==> src/rtl/multicycle_main_fsm.sv <==
// rtl/multicycle_main_fsm.sv - multicycle ARM main control FSM with memory handshake, wait timeout and fault trap
// Define BL_EN to add the BRLINK state so branch-with-link writes R14 before branching.
module multicycle_main_fsm #(
  parameter int MEM_TIMEOUT = 15,
  parameter int CNT_W       = 4
) (
  input  logic       clk,
  input  logic       reset_n,
  input  logic [1:0] Op,
  input  logic [5:0] Funct,
  input  logic       mem_ready,
  output logic       mem_req,
  output logic       IRWrite,
  output logic       NextPC,
  output logic       AdrSrc,
  output logic [1:0] ALUSrcA,
  output logic [1:0] ALUSrcB,
  output logic [1:0] ResultSrc,
  output logic       RegW,
  output logic       MemW,
  output logic       Branch,
  output logic       ALUOp,
  output logic       link_sel,
  output logic       fault,
  output logic [3:0] state_o
);

  typedef enum logic [3:0] {
    S_FETCH  = 4'd0,
    S_DECODE = 4'd1,
    S_MEMADR = 4'd2,
    S_MEMRD  = 4'd3,
    S_MEMWB  = 4'd4,
    S_MEMWR  = 4'd5,
    S_EXECR  = 4'd6,
    S_EXECI  = 4'd7,
    S_ALUWB  = 4'd8,
    S_BRANCH = 4'd9,
    S_FAULT  = 4'd10,
    S_BRLINK = 4'd11
  } state_t;

  localparam logic [CNT_W-1:0] TMO     = CNT_W'(MEM_TIMEOUT);
  localparam logic [CNT_W-1:0] CNT_MAX = {CNT_W{1'b1}};

  state_t           state;
  state_t           state_nxt;
  logic [CNT_W-1:0] cnt;
  logic             fault_q;
  logic             is_mem;
  logic             is_mem_nxt;
  logic             timed_out;
  logic             unused_funct;

  assign unused_funct = ^Funct[4:1];

  assign is_mem     = (state == S_FETCH) || (state == S_MEMRD) || (state == S_MEMWR);
  assign is_mem_nxt = (state_nxt == S_FETCH) || (state_nxt == S_MEMRD) || (state_nxt == S_MEMWR);
  // A completing access in the last allowed cycle still advances normally.
  assign timed_out  = (MEM_TIMEOUT != 0) && is_mem && !mem_ready && (cnt == TMO);

  always_comb begin
    state_nxt = state;
    case (state)
      S_FETCH:  if (mem_ready) state_nxt = S_DECODE;
      S_DECODE: begin
        case (Op)
          2'b00:   state_nxt = Funct[5] ? S_EXECI : S_EXECR;
          2'b01:   state_nxt = S_MEMADR;
`ifdef BL_EN
          2'b10:   state_nxt = Funct[4] ? S_BRLINK : S_BRANCH;
`else
          2'b10:   state_nxt = S_BRANCH;
`endif
          default: state_nxt = S_FAULT;
        endcase
      end
      S_MEMADR: state_nxt = Funct[0] ? S_MEMRD : S_MEMWR;
      S_MEMRD:  if (mem_ready) state_nxt = S_MEMWB;
      S_MEMWR:  if (mem_ready) state_nxt = S_FETCH;
      S_EXECR, S_EXECI: state_nxt = S_ALUWB;
      S_MEMWB, S_ALUWB, S_BRANCH: state_nxt = S_FETCH;
`ifdef BL_EN
      S_BRLINK: state_nxt = S_BRANCH;
`endif
      S_FAULT:  state_nxt = S_FAULT;
      default:  state_nxt = S_FAULT;
    endcase
    if (timed_out) state_nxt = S_FAULT;
  end

  always_ff @(posedge clk or negedge reset_n) begin
    if (!reset_n) begin
      state   <= S_FETCH;
      cnt     <= '0;
      fault_q <= 1'b0;
    end else begin
      state <= state_nxt;
      if (state_nxt == S_FAULT) fault_q <= 1'b1;
      if (is_mem_nxt && (state_nxt != state)) begin
        cnt <= '0;
      end else if (is_mem && !mem_ready && (cnt != CNT_MAX)) begin
        cnt <= cnt + CNT_W'(1);
      end
    end
  end

  // Outputs are forced low while reset is held, even though state already reads FETCH.
  always_comb begin
    mem_req   = 1'b0;
    IRWrite   = 1'b0;
    NextPC    = 1'b0;
    AdrSrc    = 1'b0;
    ALUSrcA   = 2'd0;
    ALUSrcB   = 2'd0;
    ResultSrc = 2'd0;
    RegW      = 1'b0;
    MemW      = 1'b0;
    Branch    = 1'b0;
    ALUOp     = 1'b0;
    link_sel  = 1'b0;
    if (reset_n) begin
      case (state)
        S_FETCH: begin
          mem_req   = 1'b1;
          IRWrite   = mem_ready;
          NextPC    = mem_ready;
          ALUSrcA   = 2'd1;
          ALUSrcB   = 2'd2;
          ResultSrc = 2'd2;
        end
        S_DECODE: begin
          ALUSrcA   = 2'd1;
          ALUSrcB   = 2'd2;
          ResultSrc = 2'd2;
        end
        S_MEMADR: ALUSrcB = 2'd1;
        S_MEMRD: begin
          mem_req = 1'b1;
          AdrSrc  = 1'b1;
        end
        S_MEMWB: begin
          ResultSrc = 2'd1;
          RegW      = 1'b1;
        end
        S_MEMWR: begin
          mem_req = 1'b1;
          AdrSrc  = 1'b1;
          MemW    = 1'b1;
        end
        S_EXECR: ALUOp = 1'b1;
        S_EXECI: begin
          ALUSrcB = 2'd1;
          ALUOp   = 1'b1;
        end
        S_ALUWB: RegW = 1'b1;
        S_BRANCH: begin
          ALUSrcB   = 2'd1;
          ResultSrc = 2'd2;
          Branch    = 1'b1;
        end
`ifdef BL_EN
        S_BRLINK: begin
          RegW      = 1'b1;
          link_sel  = 1'b1;
          ResultSrc = 2'd2;
        end
`endif
        default: ;
      endcase
    end
  end

  assign fault   = fault_q;
  assign state_o = state;

endmodule
==> config.mk <==
export PLATFORM = sky130hd
export DESIGN_NAME = multicycle_main_fsm
export DESIGN_NICKNAME = d
export VERILOG_FILES = /design/src/rtl/multicycle_main_fsm.sv
export SDC_FILE = /design/constraint.sdc
export NUM_CORES = 1
export LEC_CHECK = 0
export ABC_CLOCK_PERIOD_IN_PS = 2700
export CAP_MARGIN = 20
export CORE_ASPECT_RATIO = 0.8
export CORE_MARGIN = 5
export CORE_UTILIZATION = 44
export DETAILED_ROUTE_END_ITERATION = 16
export PLACE_DENSITY = 0.75
export SLEW_MARGIN = 20
export SYNTH_ARGS = -nofsm -noshare
export SYNTH_HDL_FRONTEND = slang
export SYNTH_SLANG_ARGS = --single-unit
==> constraint.sdc <==
create_clock -name clk -period 2.7 [get_ports clk]
set_input_delay 0.81 -clock clk [delete_from_list [all_inputs] [get_ports clk]]
set_output_delay 0.81 -clock clk [all_outputs]
set_load 0.03 [all_outputs]
=== After elaboration in Yosys (flattened, before gate mapping) ===
Index checks and enable logic that the tools add are counted.

* Bits in registers: 9
* Input bits: 11
* Output and inout port bits: 20
* Word-level logic and storage cells: 72

* $add $sub $neg: 1
* Equality and inequality tests: 17
* Muxes and demuxes: 30
* Reduce and logical (&&, ||, !) cells: 21

{| class="wikitable"
|+ Operator list
! operator !! number
|-
| $pmux 4 s7 || 1
|-
| $mux 4 || 6
|-
| $eq 4x3->1 const B || 5
|-
| $mux 1 || 17
|-
| $eq 4x4->1 const B || 4
|-
| $eq 4x2->1 const B || 3
|-
| $pmux 4 s3 || 1
|-
| $reduce_or 3->1 || 4
|-
| $logic_not 4->1 || 2
|-
| $pmux 2 s2 || 2
|-
| $reduce_or 2->1 || 4
|-
| $add 4x1->4 const B || 1
|-
| $eq 4x1->1 const B || 1
|-
| $logic_and 1x1->1 || 4
|-
| $logic_or 1x1->1 || 4
|-
| $mux 2 || 2
|-
| $ne 4x4->1 || 1
|-
| $ne 4x4->1 const B || 1
|-
| $mux 3 || 1
|-
| $eq 2x1->1 const B || 1
|-
| $eq 2x2->1 const B || 1
|-
| $logic_not 2->1 || 1
|-
| $reduce_bool 2->1 || 1
|-
| $logic_not 1->1 || 1
|}

=== Longest topological paths before layout ===
Gate-level depths: netlist of run 1.

* Depth after elaboration: 11
* Gate-level depth with buffers: 8
* Mapped depth without buffers: 7

=== Least setup slack after synthesis of run 1 ===
No wires, ideal clock.

* Path kind: register to output
* Start point: register state[3], in the netlist state_o[3]
* End point: output port NextPC
* Arrival: 2.354 ns
* Data required time: 1.890 ns
* Setup slack: -0.464 ns
* Stages on the path, launching flop included: 6
* Buffers on the path: 3
* Cell sequence: dfrtp_1 -> clkbuf_1 -> clkbuf_1 -> nand2b_1 -> nor4_1 -> buf_4

* Longest elaborated chain between the ends: 3

{| class="wikitable"
|+ Ends and longest elaborated chain
! what !! line !! source
|-
| start, declared || 46 || <nowiki>state_t state;</nowiki>
|-
| start signal, assigned || 98 || <nowiki>state <= state_nxt;</nowiki>
|-
| $logic_not 4->1 || - ||
|-
| $mux 1 (2 in a row) || - ||
|-
| end, declared || 14 || <nowiki>output logic NextPC,</nowiki>
|}

Every way passes these cells.

=== Final worst setup path of run 1 ===
* Start point: input port mem_ready
* End point: register cnt[0]

* Longest elaborated chain between the ends: 9
* Elaborated cells on any way between the ends: 18
* Those cells by class: eq/ne: 3; mux: 6; reduce/logical: 9

{| class="wikitable"
|+ Ends and longest elaborated chain
! what !! line !! source
|-
| start, declared || 11 || <nowiki>input logic mem_ready,</nowiki>
|-
| parallel branches: the longest is 9 deep, another holds $pmux 4 s7 || - ||
|-
| end signal, assigned || 103 || <nowiki>cnt <= cnt + CNT_W'(1);</nowiki>
|-
| end, declared || 48 || <nowiki>logic [CNT_W-1:0] cnt;</nowiki>
|}

Several ways; the timed one is not identified.
A chain may end at the register's enable or synchronous reset.

==> metrics.yaml, run 1 <==
sta:
  fmax_mhz: 384
  rsz0062_at_grt: "no"
  fin_skew_ns: 0.0113
  drv_slew: 0
  hold_viol_final: 0
  setup_viol: 0
  fin_crit_sh_pct: 96.4
  fin_tns_setup_ns: 0
  period_needed_ns: 2.60
global_routing:
  grt_use_total_pct: 16.3
  grtUsageMet3_pct: 4.44
  grt-busiest-layer: "met2"
  grt_use_met1_pct: 24.2
  grt_max_degree: 21
  first_global_vias: 850
  grt-ovfl-total: 0
  grtUsageMet2_pct: 24.3
  grt_pass1_wl_um: 3860
  grt_antenna_before_repair: 0
drt:
  wire_per_inst_um: 13.7
  ant_nets: 0
  drc: 0
  drt_first_pass_iters: 4
  routed_wl_um: 2300
  vias_per_cell: 5.51
  drt_iter0_drc: 35
  num_vias: 920
yosys:
  async_reset_ff_share_pct: 100
  synth_ff_type: "dfrtp_1"
  synth-seq-cells: 9
  synth_warnings: 0
  syn_area_um2: 883
  synth_cells: 110
  synth_area_per_cell_um2: 8.03
  synth_area_leaders: "dfrtp_1 (25%), a21oi_1 (5.1%), xor2_1 (4.0%), nor2b_1 (3.5%), buf_4 (3.4%)"
  synth_top_area_share_pct: 25.5
  ys_seq_area_share_pct: 25.5
  yosysUniqueCellTypes: 47
  synth_edf_count: 0
  ys_top_cells_by_count: "a21oi_1 (9), dfrtp_1 (9), nor2_1 (8)"
  yosys.area.top_type: "dfrtp_1"
critical_path:
  regToRegSetupSlack_ns: 0.38
  critPathKind: "input pin to flop"
  r2r_cells: 8
  timing.rr.start: "state_o[3]"
  rr_endpoint: "cnt[0]"
  crit_required_ns: 2.87
  critPathLaunchType: "input pin"
  arrival_ns: 2.77
  endpoint_kind: "flop"
  worst-path-max-fanout: 4
  worstSetupStartpoint: "mem_ready"
clocking:
  cts.sinks: 9
  cts_buffer_depth: 2
  htree_num_levels: 1
  worstSkewPairLatency_ns: 0.26
  numCtsBuffers: 3
  holdBufCountCts: 0
  root_buffer: "clkbuf_4"
  cts_tree: "built"
  clk_pin_slew_ns: 0.05
place:
  gp_congestion: 0.839
  hpwl_um: 1810
  port_buffers: 24
finish:
  num-nets-final: 156
  final_core_util_pct: 64.9
  drive_above_1_share_pct: 29.4
  area_growth_pct: 39.1
  diodes: 0
  fillers: 178
run:
  timing.max_cap.violations: 0
die:
  die_w_um: 60.1
  die_y_um: 50.1
  die-area_mm2: 0.00301
  core-area_mm2: 0.00189
  io_pins: 31
  rows: 14
  initial_utilization_pct: 46.7
hold_path:
  hold_end: "fault"
  worst_hold_path_type: "flop to flop"
  whs_path_depth: 1
  hold_start: "fault"
power_and_ir_drop:
  p_leak_uw: 0.000557
  peakVddDrop_uv: 728
  powerDensity_mw_per_mm2: 1220
outcome:
  status: "finished, final reports clean"
[per-layer routing]
| layer | up-vias | wire length [um] |
|---|---|---|
| li1 | 462 | - |
| met1 | 425 | 1110 |
| met2 | 31 | 992 |
| met3 | 2 | 179 |
| met4 | 0 | 11 |
| met5 | - | 0 |
[final cells by class]
type | count | area [um2] | area share, %
Multi-Input combinational cell | 87 | 604 | 49.2
Inverter | 2 | 7.51 | 0.611
Sequential cell | 9 | 226 | 18.4
Tap cell | 24 | 30.0 | 2.44
Timing Repair Buffer | 41 | 334 | 27.2
Clock buffer | 4 | 26.3 | 2.14
[logic make-up (layout without fill, tap and decap cells)]
family          after synthesis  in the layout  synth area share [%]
fa+ha+maj                     1              1                  1.42
mux                           1              1                  1.13
buf+inv                      15             47                  9.21
xor+xnor                      7              7                  6.94
compound gates               30             30                  24.4
flops                         9              9                  25.5
simple gates                 46             46                  31.0
other cells                   1              2                 0.425
[worst max-delay path by stage]
stage,depth (start not counted),to
detailed placement,8,cnt[0]
global route,8,cnt[1]
finish,8,cnt[0]
CTS,4,ResultSrc[1]
global placement,8,cnt[1]
floorplan,5,NextPC
[per-stage QoR]
stage               hold slack [ns]  area [um2]  std cells  total power, uW  worst slack, ns
finish                        0.460        1230        167             1490           0.0979
global route                  0.492        1230        167             1610          0.00917
CTS                           0.462        1230        167             1500           0.0540
detailed placement            0.448        1200        163             1390          -0.0984
global placement              0.442        1200        163             1370           -0.100
floorplan                     0.514         912        111             1040          -0.0187
[critical path, cell delays in order]
cell             delay (ns)
clkdlybuf4s50_1        0.43
or3_1                  0.37
o2bb2ai_1              0.34
a22oi_1                0.17
a21boi_0               0.21
o211ai_1               0.13
buf_4                  0.16
a21oi_1                0.15
[flip-flops by register name (all words and copies together) (netlist names)]
register / cells
cnt: 4
state_o: 4
fault: 1
[where the power goes]
group	internal (uW)	switching [uW]
clock network	56.8	44.5
logic	504	591
registers	182	116
[placed cells by master, fill, tap and decap left out, drive strengths merged, types with 2 or more instances in the layout]
cell type / instances
a21oi: 9
a22oi: 2
and2: 2
and3: 3
and4: 2
buf: 30
clkbuf: 4
clkdlybuf4s50: 10
conb: 2
dfrtp: 9
inv: 2
nand2: 7
nand2b: 4
nand3: 2
nor2: 8
nor2b: 5
nor3: 2
nor4b: 2
o21a: 3
o21ai: 3
o32a: 2
or2: 2
or3: 2
xnor2: 3
xor2: 4
[timing repair]
item | 4_1_cts | 5_1_grt
resized for setup | 1 | 1
setup endpoints to repair | 7 | 2
pin swaps | 1 | 0
gates cloned | 0 | 0
setup buffers | 0 | 0
No activity file was read; power rests on OpenSTA's default activity.
==> run 2, diff against run 1 <==
--- a/config.mk
+++ b/config.mk
@@ -5,13 +5,13 @@
 export SDC_FILE = /design/constraint.sdc
 export NUM_CORES = 1
 export LEC_CHECK = 0
-export ABC_CLOCK_PERIOD_IN_PS = 2700
+export ABC_CLOCK_PERIOD_IN_PS = 3360
 export CAP_MARGIN = 20
 export CORE_ASPECT_RATIO = 0.8
 export CORE_MARGIN = 5
-export CORE_UTILIZATION = 44
+export CORE_UTILIZATION = 48
 export DETAILED_ROUTE_END_ITERATION = 16
-export PLACE_DENSITY = 0.75
+export PLACE_DENSITY = 0.81
 export SLEW_MARGIN = 20
 export SYNTH_ARGS = -nofsm -noshare
 export SYNTH_HDL_FRONTEND = slang
==> constraint.sdc (replaced) <==
create_clock -name clk -period 3.36 [get_ports clk]
set_input_delay 1.008 -clock clk [delete_from_list [all_inputs] [get_ports clk]]
set_output_delay 1.008 -clock clk [all_outputs]
set_load 0.03 [all_outputs]
==> run 2 against run 1 <==
Net effect: clock power fell by 15%; largest cell class unchanged; non-clock buffer count fell by 15; critical path type is now input pin to output port; register-to-register slack improved by 0.54 ns; die area fell by 6.8%; combinational power fell by 32%; first-iteration DRC count fell by 37%; worst setup slack improved by 0.10 ns; highest routed layer unchanged.
==> metrics.yaml, run 2 (synthesis results as in run 1) <==
outcome:
  status: "finished, final reports clean"
clocking:
  root_buffer: "clkbuf_4"
  clk_pin_slew_ns: 0.05  # about the same
  holdBufCountCts: 0  # unchanged
  numCtsBuffers: 3  # unchanged
  cts.sinks: 9  # unchanged
  cts_tree: "built"
  cts_setup_buffers: 0  # unchanged
  postCtsResizedCells: 0  # -1
  htree_num_levels: 1  # unchanged
  cts_buffer_depth: 2  # unchanged
  worstSkewPairLatency_ns: 0.28  # +0.02 ns
drt:
  drc: 0  # unchanged
  routed_wl_um: 2130  # -7.0%
  drt_iter0_drc: 22  # -37%
  drt_first_pass_iters: 4  # unchanged
  vias_per_cell: 5.87  # +6.5%
  num_vias: 880  # -4.3%
  wire_per_inst_um: 14.2  # +3.5%
  ant_nets: 0  # unchanged
global_routing:
  first_global_vias: 791  # -6.9%
  grtUsageMet3_pct: 5.56  # +1.1 points
  grt_antenna_before_repair: 0  # unchanged
  grt_max_degree: 22  # +4.8%
  grt_use_total_pct: 15.8  # -0.46 points
  grt_use_met1_pct: 20.7  # -3.5 points
  grt-ovfl-total: 0  # unchanged
  grt_pass1_wl_um: 3530  # -8.4%
  grt-busiest-layer: "met2"
  grtUsageMet2_pct: 22.7  # -1.5 points
sta:
  max-slew-margin-rel_pct: 59.0
  setup_viol: 0  # unchanged
  fin_crit_sh_pct: 94.0
  rsz0062_at_grt: "no"
  period_needed_ns: 3.16
  fin_tns_setup_ns: 0  # unchanged
  worst_slew_pin_slew_ns: 0.615
  drv_slew: 0  # unchanged
  fmax_mhz: 317
  hold_viol_final: 0  # unchanged
  fin_skew_ns: 0.00836  # -0.00297 ns
critical_path:
  r2r_cells: 6  # -2
  critPathLaunchType: "input pin"
  regToRegSetupSlack_ns: 0.92  # +0.54 ns
  critPathKind: "input pin to output port"
  endpoint_kind: "output port"
  cp_num_buf_inv: 3  # +1
  rr_endpoint: "cnt[1]"
  cp_slowest_stage_delay_ns: 0.55  # +0.12 ns
  timing.rr.start: "state_o[0]"
  crit_required_ns: 2.35  # -0.52 ns
  arrival_ns: 2.15  # -0.62 ns
  worst_path_max_delay_cell: "clkdlybuf4s50_1"
  worst-path-max-fanout: 12  # +8
  cp_common_cell: "buf_4"
  cpLargestDelayFamily: "buffers and inverters"
  crit_chain: "clkdlybuf4s50_1 -> buf_4 -> and4_1 -> buf_4"
finish:
  diodes: 0  # unchanged
  final_common_cell: "buf_4"
  final_core_util_pct: 64.8  # -0.15 points
  area_growth_pct: 24.1
  num-nets-final: 141  # -9.6%
  seq_area_um2: 225  # -0.55%
  fillers: 165  # -7.3%
  layout_common_cells: "buf_4 (15), clkdlybuf4s50_1 (11), a21oi_1 (9), dfrtp_1 (9), nor2_1 (8)"
  multiInputGateArea_um2: 587  # -2.9%
  drive_above_1_share_pct: 18.8  # -11 points
die:
  die_w_um: 58.0  # -3.6%
  die-area_mm2: 0.00280  # -6.8%
  io_pins: 31  # unchanged
  core-area_mm2: 0.00169  # -11%
  initial_utilization_pct: 52.2  # +5.5 points
  rows: 13  # -1
  die_y_um: 48.4  # -3.4%
place:
  port_buffers: 24  # unchanged
  hpwl_um: 1600  # -12%
  gp_congestion: 0.821  # -2.2%
hold_path:
  hold_end: "fault"
  hold_start: "fault"
  whs_path_depth: 1  # unchanged
  worst_hold_path_type: "flop to flop"
run:
  timing.max_cap.violations: 0  # unchanged
power_and_ir_drop:
  p_leak_uw: 0.000480  # -14%
  powerDensity_mw_per_mm2: 993  # -18%
  peakVddDrop_uv: 697  # -4.2%
[run 2: report_power, final]
part	switching [uW]	total [uW]	internal, uW
sequential	120	265	144
clock	39.6	85.5	45.9
combinational	420	738	319
[run 2: metal layers]
layer,up-vias,wire length (um)
li1,429,-
met2,41,880
met5,-,0
met4,0,44
met1,404,993
met3,6,215
[run 2: final cells by class]
class / instances / share of cell area (%)
tap: 22 / 2.51
timing repair buffer: 26 / 20.3
clock buffer: 4 / 2.40
multi-input combinational: 87 / 53.5
sequential: 9 / 20.5
inverter: 2 / 0.685
[run 2: per-stage QoR]
| stage | setup slack, ns | instance area (um2) | power, uW | instances | hold slack [ns] |
|---|---|---|---|---|---|
| after floorplan | 0.0238 | 893 | 819 | 111 | 0.541 |
| after global placement | 0.219 | 1070 | 980 | 146 | 0.442 |
| after CTS | 0.188 | 1100 | 1090 | 150 | 0.471 |
| after global routing | 0.132 | 1100 | 1170 | 150 | 0.504 |
| after detailed placement | 0.163 | 1070 | 999 | 146 | 0.454 |
| final | 0.201 | 1100 | 1090 | 150 | 0.461 |
[run 2: worst max-delay path by stage]
stage | from | end | slack (ns) | cells after the start
2_1_floorplan | state_o[3] | ResultSrc[1] | 0.02 | 6
3_3_place_gp | reset_n | ResultSrc[0] | 0.22 | 4
3_5_place_dp | mem_ready | cnt[1] | 0.16 | 8
4_1_cts | reset_n | ResultSrc[0] | 0.19 | 4
5_1_grt | reset_n | ResultSrc[0] | 0.13 | 4
6_report | reset_n | ResultSrc[0] | 0.20 | 4
